File: src/rtl/irq_pkg.sv
// Shared constants for the interrupt debounce/latch block.
package irq_pkg;

    localparam int EDGE_RISING  = 0;
    localparam int EDGE_FALLING = 1;
    localparam int EDGE_BOTH    = 2;

    localparam int MAX_INPUTS   = 16;

endpackage

File: src/rtl/debounce_channel.sv
// One external line: two-flop synchroniser, tick-driven debounce counter,
// accepted level and single-cycle rise/fall event outputs.
module debounce_channel
    import irq_pkg::*;
#(
    parameter int STABLE_SAMPLES = 3
)
(
    input  logic clk,
    input  logic rst,
    input  logic i_tick,
    input  logic i_ext,
    output logic o_level,
    output logic o_rise,
    output logic o_fall
);

    localparam int             CW       = $clog2(STABLE_SAMPLES);
    localparam logic [CW-1:0]  CNT_LAST = CW'(STABLE_SAMPLES - 1);

    logic          r_s1;
    logic          r_s2;
    logic          r_level;
    logic [CW-1:0] r_cnt;
    logic          w_accept;

    // The final disagreeing sample both flips the level and fires the event.
    assign w_accept = i_tick && (r_s2 != r_level) && (r_cnt == CNT_LAST);

    always_ff @(posedge clk or negedge rst) begin
        if (!rst) begin
            r_s1    <= 1'b0;
            r_s2    <= 1'b0;
            r_level <= 1'b0;
            r_cnt   <= '0;
        end else begin
            r_s1 <= i_ext;
            r_s2 <= r_s1;
            if (i_tick) begin
                if (r_s2 == r_level) begin
                    r_cnt <= '0;
                end else if (w_accept) begin
                    r_level <= r_s2;
                    r_cnt   <= '0;
                end else begin
                    r_cnt <= r_cnt + CW'(1);
                end
            end
        end
    end

    assign o_level = r_level;
    assign o_rise  = w_accept &  r_s2;
    assign o_fall  = w_accept & ~r_s2;

endmodule

File: src/rtl/irq_debounce_latch.sv
// Debounces NUM_INPUTS external lines on sample_clk ticks, latches the selected
// edge as a pending interrupt until acked, and reports the lowest pending index.
module irq_debounce_latch
    import irq_pkg::*;
#(
    parameter  int NUM_INPUTS     = 4,
    parameter  int STABLE_SAMPLES = 3,
    parameter  int EDGE_MODE      = EDGE_RISING,
    localparam int IDW            = (NUM_INPUTS > 1) ? $clog2(NUM_INPUTS) : 1
)
(
    input  logic                  clk,
    input  logic                  rst,
    input  logic                  sample_clk,
    input  logic [NUM_INPUTS-1:0] ext_in,
    input  logic [NUM_INPUTS-1:0] irq_ack,
    output logic [NUM_INPUTS-1:0] btn_level,
    output logic [NUM_INPUTS-1:0] irq_pending,
    output logic                  irq,
    output logic [IDW-1:0]        irq_id
);

    logic                  r_sample_q;
    logic                  w_tick;
    logic [NUM_INPUTS-1:0] w_rise;
    logic [NUM_INPUTS-1:0] w_fall;
    logic [NUM_INPUTS-1:0] w_event;
    logic [NUM_INPUTS-1:0] r_pending;
    logic [IDW-1:0]        w_id;

    always_ff @(posedge clk or negedge rst) begin
        if (!rst) begin
            r_sample_q <= 1'b0;
        end else begin
            r_sample_q <= sample_clk;
        end
    end

    assign w_tick = sample_clk & ~r_sample_q;

    for (genvar g = 0; g < NUM_INPUTS; g++) begin : g_chan
        debounce_channel #(
            .STABLE_SAMPLES (STABLE_SAMPLES)
        ) u_chan (
            .clk     (clk),
            .rst     (rst),
            .i_tick  (w_tick),
            .i_ext   (ext_in[g]),
            .o_level (btn_level[g]),
            .o_rise  (w_rise[g]),
            .o_fall  (w_fall[g])
        );
    end

    assign w_event = (w_rise & {NUM_INPUTS{EDGE_MODE != EDGE_FALLING}})
                   | (w_fall & {NUM_INPUTS{EDGE_MODE != EDGE_RISING}});

    // Set after clear so an event coinciding with its own ack is never lost.
    always_ff @(posedge clk or negedge rst) begin
        if (!rst) begin
            r_pending <= '0;
        end else begin
            r_pending <= (r_pending & ~irq_ack) | w_event;
        end
    end

    always_comb begin
        w_id = '0;
        for (int i = NUM_INPUTS - 1; i >= 0; i--) begin
            if (r_pending[i]) begin
                w_id = IDW'(i);
            end
        end
    end

    assign irq_pending = r_pending;
    assign irq         = |r_pending;
    assign irq_id      = w_id;

endmodule

File: config.mk
export PLATFORM = sky130hd
export DESIGN_NAME = irq_debounce_latch
export DESIGN_NICKNAME = d
export VERILOG_FILES = /design/src/rtl/irq_pkg.sv /design/src/rtl/debounce_channel.sv /design/src/rtl/irq_debounce_latch.sv
export SDC_FILE = /design/constraint.sdc
export NUM_CORES = 1
export LEC_CHECK = 0
export ABC_CLOCK_PERIOD_IN_PS = 2300
export CAP_MARGIN = 20
export CORE_MARGIN = 1.5
export CORE_UTILIZATION = 40
export DETAILED_ROUTE_END_ITERATION = 10
export GPL_ROUTABILITY_DRIVEN = 1
export PLACE_DENSITY = 0.75
export SLEW_MARGIN = 20
export SYNTH_ARGS = -nofsm -noshare
export SYNTH_HDL_FRONTEND = slang
export SYNTH_SLANG_ARGS = --single-unit
File: constraint.sdc
create_clock -name clk -period 2.3 [get_ports clk]
set_input_delay 0.345 -clock clk [delete_from_list [all_inputs] [get_ports clk]]
set_output_delay 0.345 -clock clk [all_outputs]
set_load 0.01 [all_outputs]
==> out/metrics.yaml <==
worst_hold_path:
  hold_class: "reg2reg"
  holdPathStages: 0
sta:
  final.setup.tns_ps: 0
  min_period_ps: 1960
  rsz0062_at_grt: "false"
  relSlewSlack_pct: 72.7
  clock_skew_ps: 0.674
  hold_violations: 0
  worst_pin_slew_ps: 410
  setup_viol: 0
  fmax_ghz: 0.511
  drv_slew: 0
  fin_crit_sh_pct: 85.1
global_route:
  antenna_found_initial: 0
  grt_use_total_pct: 14.7
  grt_overflow: 0
  grt_pass1_wl_mm: 2.98
  grt_pass1_vias: 674
  grt_max_degree: 26
synth:
  synth_edf_count: 0
  synthCells: 79
  syn_avg_cell_area_sq_um: 13.7
  synth.cell_area_sq_um: 1080
  synthXorXnorAreaFrac_pct: 3.25
  async_flop_share_pct: 100
  synth-main-ff-cell: "dfrtp_1"
  syn_nets: 90
  synth-adder-area-share_pct: 0
  synth-compound-area-share_pct: 10.6
  yosys_warnings: 0
  synthSimpleGateAreaFrac_pct: 16.6
  yosysSeqAreaShare_pct: 58.0
  synthMuxAreaShare_pct: 4.52
  synth_top_family_by_area: "simple AND/OR/NAND/NOR gates"
  synth-seq-cells: 25
  synth.distinct_cells: 23
placed_design:
  post-place-cells: 124
  routabilityCongestion: 0.698
  place_area_sq_um: 1280
  io_buffers: 21
  dp_hpwl_mm: 1.35
setup_path:
  path_class: "reg2out"
  endpoint_kind: "output pin"
  critPathRequiredTime_ps: 1960
  crit_fanout: 4
  cp.arrival_ps: 1610
  worstSetupStartpointType: "flip-flop"
  worstRegToRegCells: 2
routing:
  drcViolationCount: 0
  first_pass_iters: 3
  num_vias: 679
  postRouteAntennaNets: 0
  drt_first_iter_violations: 10
  wl_per_cell_microns: 14.0
  avgViaCountPerCell: 5.30
  wl_mm: 1.80
clock_tree:
  post-cts-setup-buffer-count: 0
  clkTransAtPathRegs_ps: 120
  cts_buffers: 3
  cts_hold_buf: 0
  clockBufferDepth: 2
  cts_htree_levels: 1
  clkSinkCount: 25
  cts-root-buf: "clkbuf_4"
  postCtsResizedCells: 0
  clk_latency_ps: 300
  cts_tree: "built"
die:
  start_util_pct: 42.8
  ios: 22
  dieArea_sq_um: 3020
  chipWidth_microns: 54.9
  die_y_microns: 54.9
  rows: 18
  core_sq_um: 2520
final_layout:
  regArea_sq_um: 626
  num_antenna_cells: 0
  final_cell_area_sq_um: 1310
  nFillCells: 214
  stdcell_count: 128
  areaGrowthSynthToFinish_pct: 21.5
  fin_nets: 110
  multi_input_area_sq_um: 377
  drive_above_1_share_pct: 7.14
power:
  ir_worst_vdd_uv: 574
  power_density_nw_per_um2: 904
  p_leak_nw: 0.581
flow_run:
  drv_cap: 0
status:
  status: "finished clean"
-- flip-flops by register name (all words and copies together), names as in the netlist --
register               count
g_chan.u_chan.r_s2         4
g_chan.u_chan.r_cnt        8
g_chan.u_chan.r_s1         4
irq_pending                4
r_sample_q                 1
g_chan.u_chan.o_level      4
-- cell families after synthesis --
| group | Yosys count |
|---|---|
| compound gates | 13 |
| xor+xnor | 4 |
| buf+inv | 14 |
| flops | 25 |
| mux | 4 |
| simple gates | 19 |
-- metal layers --
metal	track usage [%]	vias up	share of wire, %
li1	-	318	-
met1	18.1	348	41
met5	0	-	0
met3	3.49	4	2.4
met4	8.94	0	2.2
met2	23.4	9	54
-- final cells by class --
type                    count  area share [%]
well taps                  30            2.87
flip-flops and latches     25            47.8
inverters                   7            2.01
repair buffers             22            16.6
multi-input cells          40            28.7
clock buffers               4            2.01
-- critical path, stage by stage (launching register included) --
cell	delay [ps]
dfrtp_1	450
nand2b_1	160
a21oi_1	150
clkdlybuf4s50_1	550
-- placed cells by master (no fill, tap or decap) --
| cell type | instances |
|---|---|
| a21oi_1 | 1 |
| nor4bb_4 | 1 |
| nor4b_1 | 4 |
| nand2_1 | 1 |
| mux2_4 | 1 |
| a22o_1 | 8 |
| nor4bb_1 | 3 |
| nor2_1 | 2 |
| clkdlybuf4s50_1 | 21 |
| and4bb_1 | 3 |
| nor2b_1 | 1 |
| buf_4 | 1 |
| mux2_1 | 3 |
| nand2b_1 | 2 |
| o2bb2ai_1 | 1 |
| xor2_1 | 4 |
| and4bb_4 | 1 |
| inv_1 | 7 |
| a32o_1 | 3 |
| clkbuf_4 | 3 |
| clkbuf_1 | 1 |
| dfrtp_1 | 25 |
| nor3_1 | 1 |
-- metrics by stage --
stage	setup WS, ps	total power, mW	hold slack (ps)	utilization [%]
CTS	318	1.20	368	51.9
detailed placement	493	1.01	339	50.9
global placement	537	0.990	332	50.9
finish	342	1.18	366	51.9
floorplan	1040	0.888	49.4	-
global route	261	1.27	370	51.9
-- power by group --
part / internal [mW] / switching [mW]
Combinational: 0.225 / 0.123
Sequential: 0.541 / 0.110
Clock: 0.0676 / 0.117
Total: 0.834 / 0.350
-- worst paths after layout --
path	start	endpoint	slack [ps]
max	irq_pending[2]$_DFF_PN0_	irq_id[0]	340
min	g_chan[1].u_chan.r_s1$_DFF_PN0_	g_chan[1].u_chan.r_s2$_DFF_PN0_	370
max reg2reg	r_sample_q$_DFF_PN0_	g_chan[3].u_chan.o_level$_DFFE_PN0P_	930
min reg2reg	g_chan[1].u_chan.r_s1$_DFF_PN0_	g_chan[1].u_chan.r_s2$_DFF_PN0_	370
max in group asynchronous	rst	irq_pending[1]$_DFF_PN0_	1680
min in group asynchronous	rst	irq_pending[2]$_DFF_PN0_	390
-- Yosys cell counts (all sizes together) (2+ instances only) --
cell / n / share of area, %
a22o: 8 / 6.5
a32o: 3 / 2.8
and4bb: 4 / 5.0
buf: 6 / 4.3
dfrtp: 25 / 58
inv: 7 / 2.4
mux2: 4 / 4.5
nand2b: 2 / 1.2
nor2: 2 / 0.70
nor4b: 4 / 3.2
nor4bb: 4 / 5.1
xor2: 4 / 3.2
Note: power is estimated with default switching activity, not from simulation.
